<file path="src/rtl/ysyx_23060201_isram_if.sv">
// Fetch read channel between the instruction fetch unit (master) and the isram responder (slave).
// Handshake: a beat transfers on a rising edge where valid and ready are both 1; once valid is
// raised, the sender keeps valid and its payload stable until that edge.
interface ysyx_23060201_isram_if #(
  parameter int ADDR_WIDTH = 32,
  parameter int DATA_WIDTH = 32
) ();
  logic                  arvalid;
  logic                  arready;
  logic [ADDR_WIDTH-1:0] araddr;
  logic                  rvalid;
  logic                  rready;
  logic [DATA_WIDTH-1:0] rdata;
  logic [1:0]            rresp;

  modport master (
    output arvalid, araddr, rready,
    input  arready, rvalid, rdata, rresp
  );

  modport slave (
    input  arvalid, araddr, rready,
    output arready, rvalid, rdata, rresp
  );
endinterface

</file>
<file path="src/rtl/ysyx_23060201_isram.sv">
// Instruction-memory read responder: accepts one fetch address, waits a programmable (optionally
// pseudo-random) delay, then returns the memory word or an error response.
module ysyx_23060201_isram #(
  parameter int                    ADDR_WIDTH = 32,
  parameter int                    DATA_WIDTH = 32,
  parameter logic [ADDR_WIDTH-1:0] MEM_BASE   = 32'h8000_0000,
  parameter logic [ADDR_WIDTH-1:0] MEM_SIZE   = 32'h0800_0000,
  parameter int                    LATENCY    = 1,
  parameter int                    RAND_DELAY = 0
) (
  input  logic                  clk,
  input  logic                  rst,
  ysyx_23060201_isram_if.slave  bus,
  output logic                  pmem_ren,
  output logic [ADDR_WIDTH-1:0] pmem_addr,
  input  logic [DATA_WIDTH-1:0] pmem_rdata,
  output logic [1:0]            dbg_state
);

  typedef enum logic [1:0] {
    S_IDLE = 2'd0,
    S_WAIT = 2'd1,
    S_RESP = 2'd2
  } state_e;

  localparam logic [1:0] RESP_OKAY   = 2'b00;
  localparam logic [1:0] RESP_SLVERR = 2'b10;
  localparam logic [1:0] RESP_DECERR = 2'b11;

  localparam logic [7:0] LAT_M1 = 8'(LATENCY - 1);

  // One extra bit so MEM_BASE + MEM_SIZE cannot wrap at the top of the address space.
  localparam logic [ADDR_WIDTH:0] BASE_X = {1'b0, MEM_BASE};
  localparam logic [ADDR_WIDTH:0] END_X  = {1'b0, MEM_BASE} + {1'b0, MEM_SIZE};

  state_e                state_q, state_d;
  logic                  arready_q, arready_d;
  logic                  rvalid_q, rvalid_d;
  logic [DATA_WIDTH-1:0] rdata_q, rdata_d;
  logic [1:0]            rresp_q, rresp_d;
  logic [ADDR_WIDTH-1:0] addr_q, addr_d;
  logic [7:0]            cnt_q, cnt_d;
  logic [7:0]            lfsr_q, lfsr_d;

  logic [7:0]            extra_delay;
  logic [ADDR_WIDTH:0]   addr_x;
  logic                  misaligned;
  logic                  out_of_range;

  // x^8 + x^6 + x^5 + x^4 + 1, shifting toward the MSB.
  always_comb begin
    lfsr_d = {lfsr_q[6:0], lfsr_q[7] ^ lfsr_q[5] ^ lfsr_q[4] ^ lfsr_q[3]};
  end

  always_comb begin
    extra_delay = 8'd0;
    if (RAND_DELAY != 0) begin
      extra_delay = {6'd0, lfsr_q[1:0]};
    end
  end

  always_comb begin
    addr_x       = {1'b0, addr_q};
    misaligned   = (addr_q[1:0] != 2'b00);
    out_of_range = (addr_x < BASE_X) || (addr_x >= END_X);
  end

  always_comb begin
    state_d   = state_q;
    arready_d = arready_q;
    rvalid_d  = rvalid_q;
    rdata_d   = rdata_q;
    rresp_d   = rresp_q;
    addr_d    = addr_q;
    cnt_d     = cnt_q;
    pmem_ren  = 1'b0;

    case (state_q)
      S_IDLE: begin
        arready_d = 1'b1;
        rvalid_d  = 1'b0;
        if (bus.arvalid && arready_q) begin
          addr_d    = bus.araddr;
          cnt_d     = LAT_M1 + extra_delay;
          arready_d = 1'b0;
          state_d   = S_WAIT;
        end
      end

      S_WAIT: begin
        arready_d = 1'b0;
        rvalid_d  = 1'b0;
        if (cnt_q == 8'd0) begin
          if (misaligned) begin
            rresp_d = RESP_SLVERR;
            rdata_d = '0;
          end else if (out_of_range) begin
            rresp_d = RESP_DECERR;
            rdata_d = '0;
          end else begin
            // Memory is read only when the edge will not be a reset edge.
            pmem_ren = !rst;
            rresp_d  = RESP_OKAY;
            rdata_d  = pmem_rdata;
          end
          rvalid_d = 1'b1;
          state_d  = S_RESP;
        end else begin
          cnt_d = cnt_q - 8'd1;
        end
      end

      S_RESP: begin
        arready_d = 1'b0;
        rvalid_d  = 1'b1;
        if (bus.rready) begin
          rvalid_d  = 1'b0;
          arready_d = 1'b1;
          state_d   = S_IDLE;
        end
      end

      default: begin
        arready_d = 1'b0;
        rvalid_d  = 1'b0;
        state_d   = S_IDLE;
      end
    endcase
  end

  always_ff @(posedge clk) begin
    if (rst) begin
      state_q   <= S_IDLE;
      arready_q <= 1'b0;
      rvalid_q  <= 1'b0;
      rdata_q   <= '0;
      rresp_q   <= RESP_OKAY;
      addr_q    <= '0;
      cnt_q     <= 8'd0;
      lfsr_q    <= 8'hA5;
    end else begin
      state_q   <= state_d;
      arready_q <= arready_d;
      rvalid_q  <= rvalid_d;
      rdata_q   <= rdata_d;
      rresp_q   <= rresp_d;
      addr_q    <= addr_d;
      cnt_q     <= cnt_d;
      lfsr_q    <= lfsr_d;
    end
  end

  assign bus.arready = arready_q;
  assign bus.rvalid  = rvalid_q;
  assign bus.rdata   = rdata_q;
  assign bus.rresp   = rresp_q;
  assign pmem_addr   = addr_q;
  assign dbg_state   = state_q;

endmodule

</file>
<file path="src/flat_wrapper.sv">
// flat-port wrapper written by rule: the top's interface ports become plain ports
module ysyx_23060201_isram_flat 
#(
  parameter int                    ADDR_WIDTH = 32,
  parameter int                    DATA_WIDTH = 32,
  parameter logic [ADDR_WIDTH-1:0] MEM_BASE   = 32'h8000_0000,
  parameter logic [ADDR_WIDTH-1:0] MEM_SIZE   = 32'h0800_0000,
  parameter int                    LATENCY    = 1,
  parameter int                    RAND_DELAY = 0
)
  (clk, rst, pmem_ren, pmem_addr, pmem_rdata, dbg_state, bus_arvalid, bus_araddr, bus_rready, bus_arready, bus_rvalid, bus_rdata, bus_rresp);
  ysyx_23060201_isram_if #(.ADDR_WIDTH(ADDR_WIDTH), .DATA_WIDTH(DATA_WIDTH)) bus_i ();
  input  logic clk;
  input  logic rst;
  output logic pmem_ren;
  output logic [ADDR_WIDTH-1:0] pmem_addr;
  input  logic [DATA_WIDTH-1:0] pmem_rdata;
  output logic [1:0] dbg_state;
  input wire logic [$bits(bus_i.arvalid)-1:0] bus_arvalid;
  input wire logic [$bits(bus_i.araddr)-1:0] bus_araddr;
  input wire logic [$bits(bus_i.rready)-1:0] bus_rready;
  output wire logic [$bits(bus_i.arready)-1:0] bus_arready;
  output wire logic [$bits(bus_i.rvalid)-1:0] bus_rvalid;
  output wire logic [$bits(bus_i.rdata)-1:0] bus_rdata;
  output wire logic [$bits(bus_i.rresp)-1:0] bus_rresp;
  assign bus_i.arvalid = bus_arvalid;
  assign bus_i.araddr = bus_araddr;
  assign bus_i.rready = bus_rready;
  assign bus_arready = bus_i.arready;
  assign bus_rvalid = bus_i.rvalid;
  assign bus_rdata = bus_i.rdata;
  assign bus_rresp = bus_i.rresp;
  ysyx_23060201_isram #(.ADDR_WIDTH(ADDR_WIDTH), .DATA_WIDTH(DATA_WIDTH), .MEM_BASE(MEM_BASE), .MEM_SIZE(MEM_SIZE), .LATENCY(LATENCY), .RAND_DELAY(RAND_DELAY)) u_core (.clk(clk), .rst(rst), .bus(bus_i), .pmem_ren(pmem_ren), .pmem_addr(pmem_addr), .pmem_rdata(pmem_rdata), .dbg_state(dbg_state));
endmodule
</file>
<file path="config.mk">
export PLATFORM = sky130hd
export DESIGN_NAME = ysyx_23060201_isram_flat
export DESIGN_NICKNAME = d
export VERILOG_FILES = /design/src/rtl/ysyx_23060201_isram_if.sv /design/src/rtl/ysyx_23060201_isram.sv /design/src/flat_wrapper.sv
export SDC_FILE = /design/constraint.sdc
export NUM_CORES = 1
export LEC_CHECK = 0
export ABC_CLOCK_PERIOD_IN_PS = 2100
export BUFFER_PORTS_ARGS = -buffer_cell sky130_fd_sc_hd__buf_2
export CORE_UTILIZATION = 41
export CTS_CLUSTER_DIAMETER = 150
export DETAILED_ROUTE_END_ITERATION = 10
export PLACE_DENSITY = 0.82
export SLEW_MARGIN = 20
export SYNTH_ARGS = -nofsm -noshare
export SYNTH_HDL_FRONTEND = slang
export SYNTH_SLANG_ARGS = --single-unit
</file>
<file path="constraint.sdc">
create_clock -name clk -period 2.1 [get_ports clk]
set_clock_uncertainty 0.1 [all_clocks]
set_input_delay 0.105 -clock clk [delete_from_list [all_inputs] [get_ports clk]]
set_output_delay 0.105 -clock clk [all_outputs]
set_load 0.05 [all_outputs]
</file>
==> metrics.md <==
| Metric | Value |
|---|---|
| Status | finished with violations |
| Failing checks | setup timing |
| Final setup viols | 2 |
| Cts bufs inserted | 9 |
| Design Area, Final | 4723 µm² |
| Routed len/inst | around 16 µm |
| FF-to-FF Start | u_core.dbg_state[1] |
| Worst Slack Setup Final | -0.03126 ns |
| Worst rel slew slack | 71.74% |
| Startpoint Class | flip-flop |
| Hpwl dp | ~5000 µm |
| Top cells by area, synth | dfxtp_1, nand2_1, a22o_1 |
| Average size of a mapped cell | roughly 9.6 µm² |
| Commonest cells in the netlist | dfxtp_1, nand2_1, a21oi_1 |
| Crit Path Category | flip-flop to primary output |
| Port Buffer Count | between 100 and 150 |
| Critical Path RT | about 1.9 ns |
| Standard-cell row count | 30 |
| Mapped Area | around 2900 µm² |
| Register share of total power | a little over a third |
| Hold Violations, Final | 0 |
| Final nets | around 590 |
| DR vias/cell | a little over 5 |
| Total Routed Length | about 9400 µm |
| # IOs | between 100 and 150 |
| CTS tree | yes |
| CP Max Fanout | 3 |
| Fillers | 469 |
| Tightest Pin Transition | 0.4238 ns |
| Full die area | 7321 µm² |
| Initial Util | ~42% |
| R2R cell count | 9 |
| Placed Cells incl. Taps | between 500 and 600 |
| Worst Path Arrival | ~1.9 ns |
| Synth unique cells | 38 |
| Synth area leader | dfxtp_1 |
| Flop-to-flop setup slack | -0.03 ns |
| Internal power | approximately 0.0031 W |
| Area Overhead vs Synth | 64.99% |
| Initial antenna violation count | 0 |
| Share of layout cells above drive strength 1 | about two fifths |
| Root Buffer | clkbuf_8 |
| Placer Congestion | 0.9177 |
| Synth Instances | between 200 and 300 |
| RR Endpoint | u_core.cnt_q[5] |
| Iteration-0 DRC Markers | 121 |
| Core Area | 6756 µm² |
| Final min period | 2.131 ns |
| GRT Total Usage | 23.67% |
| Fin. max-slew vios | 0 |
| Ant diodes | 0 |
| Min-Delay Path Class | primary input to flip-flop |
| Clock Path Buffers | 2 |
| Drt pass-1 iters | 5 |
| Number of enable flip-flop cells after synthesis | 0 |
| Top cell type's share of synthesized area | 54.55% |
| Fmax | around 470 MHz |
| Fraction of registers with async set/reset | 0% |
| Post-Layout Cell Count | 600 |
| Worst-path clk slew | 0.08 ns |
| Lkg Pwr | 2.190 nW |
| Combinational fraction of design power | a little under two fifths |
| Critical Path End Type | primary output |
| Largest net degree at the start of global routing | 35 |
| NetSw | 0.001837 W |
| Clock power share | 25.7% |
| Area after DPL | roughly 3600 µm² |
| First-pass GRT wire length | approximately 14000 µm |
| Synth Flop Type | dfxtp_1 |
| DRC | 0 |
| Number of global-route vias before repair | approximately 2900 |
| Seq cells post-synth | between 70 and 80 |
| Hold-critical path depth | 4 |
| Die Ht | 85.56 µm |
| Setup TNS | -0.05642 ns |
| Clk sinks | 78 |
| Die width | 85.56 µm |
| PwrDens | 1048 nW/µm² |
| Routed Antenna Nets | 0 |
| Final cycle utilization of the critical path | 101.5% |
| Gr ovfl total | 0 |
| Max rail drop VDD | 579.9 µV |
| H-tree depth | 3 |
| Routed vias | 3085 |
| Clk Latency, worst-skew pair | 0.34 ns |
| Switch share | a little under two fifths |
| Mapped Nets | 370 |
| Register area share after synthesis | approximately 55% |
| RSZ-0062 raised after global routing | yes |
| Max Cap Viol | 0 |
| Cell with the most instances after synthesis | dfxtp_1 |
| Hold endpoint | u_core.bus.arready |
| Hold path start | bus_arvalid |
| Synth warnings | 0 |
-- kinds of logic (layout without fill, tap and decap cells) --
family                   after synthesis  after routing  share of synthesized area, %
XOR/XNOR                               2              2                        0.6120
adder cells (fa/ha/maj)                4              4                         1.748
AND/OR/NAND/NOR                       99             99                         16.43
AO/OA/AOI/OAI                         88             88                         20.76
buffers and inverters                 27            249                         5.900
flip-flops                            78             78                         54.55
-- timing repair --
action                                 CTS  global route
setup endpoints to repair                1            43
endpoints found under the hold margin   65             0
gates resized for setup                  8            23
setup buffers                            5             4
pin swaps                                2             5
hold buffers                            65             0
cloned                                   0             2
-- through the flow --
step | utilization [%] | setup WS [ns] | hold slack (ns) | power [W]
finish | 69.91 | -0.03126 | 0.07001 | 0.004952
global placement | 53.93 | 0.06375 | 0.2199 | 0.003281
detailed placement | 53.93 | 0.05334 | 0.2256 | 0.003313
floorplan | - | 0.01195 | 0.1376 | 0.002932
CTS | 67.98 | -0.07059 | 0.05962 | 0.004757
global route | 69.91 | -0.09316 | 0.1015 | 0.005190
-- cell type report --
class                      instances  area, µm²  area share [%]
timing repair buffer             228       1600           33.88
sequential                        78       1572           33.27
multi-input combinational        193       1200           25.40
clock buffer                      10      137.6           2.914
tap                               80      100.1           2.119
clock inverter                     6      92.59           1.960
inverter                           5      21.27          0.4503
-- per-layer routing --
layer | global-route usage (%) | wire length, µm
met1 | 26.73 | 3742
met2 | 42.18 | 4858
met3 | 6.641 | 653
met4 | 9.394 | 187
met5 | 0 | 0
-- worst max-delay path by stage --
stage,startpoint,to,slack [ns],cells after the start
after CTS,u_core.cnt_q[0],u_core.cnt_q[6],-0.07,7
after global routing,u_core.cnt_q[0],pmem_ren,-0.09,6
final,u_core.cnt_q[0],pmem_ren,-0.03,6
after floorplan,u_core.dbg_state[1],u_core.bus.rdata[14],0.01,8
after global placement,u_core.cnt_q[0],pmem_ren,0.06,6
after detailed placement,u_core.cnt_q[0],u_core.cnt_q[4],0.05,8
-- flip-flops by register name, indices dropped and copies added (netlist names) --
register,flops
u_core.pmem_addr,32
u_core.bus.rvalid,1
u_core.cnt_q,8
u_core.bus.arready,1
u_core.bus.rdata,32
u_core.dbg_state,2
u_core.bus.rresp,2
-- cells in the final DEF, fill, tap and decap left out, drive strengths merged, types with 2 or more instances in the layout --
cell / synthesis / layout
buf: 8 / 162
clkinvlp: 0 / 2
nor4: 2 / 2
ha: 4 / 4
or3: 5 / 5
nor2: 11 / 11
nand2: 67 / 67
bufinv: 0 / 2
nor2b: 2 / 2
o21ai: 4 / 4
or4: 3 / 3
dfxtp: 78 / 78
clkbuf: 14 / 11
inv: 5 / 7
dlygate4sd3: 0 / 65
o31ai: 2 / 2
or4b: 2 / 2
a211oi: 2 / 2
a22o: 32 / 32
a21oi: 42 / 42
-- power by group through the flow --
stage                     Combinational, W  Sequential, W  Clock, W
after floorplan                   0.000750        0.00218         0
after global placement             0.00149        0.00179         0
after detailed placement           0.00151        0.00180         0
after CTS                          0.00169        0.00177   0.00130
after global routing               0.00202        0.00180   0.00137
final                              0.00190        0.00178   0.00127
-- critical path, stage by stage (launching register included) --
cell     delay [ns]
dfxtp_2        0.33
inv_2          0.07
ha_4           0.13
or4b_4         0.51
nor2_8         0.13
and4b_2        0.27
buf_8          0.16
Power figures use the tool's default switching activity.
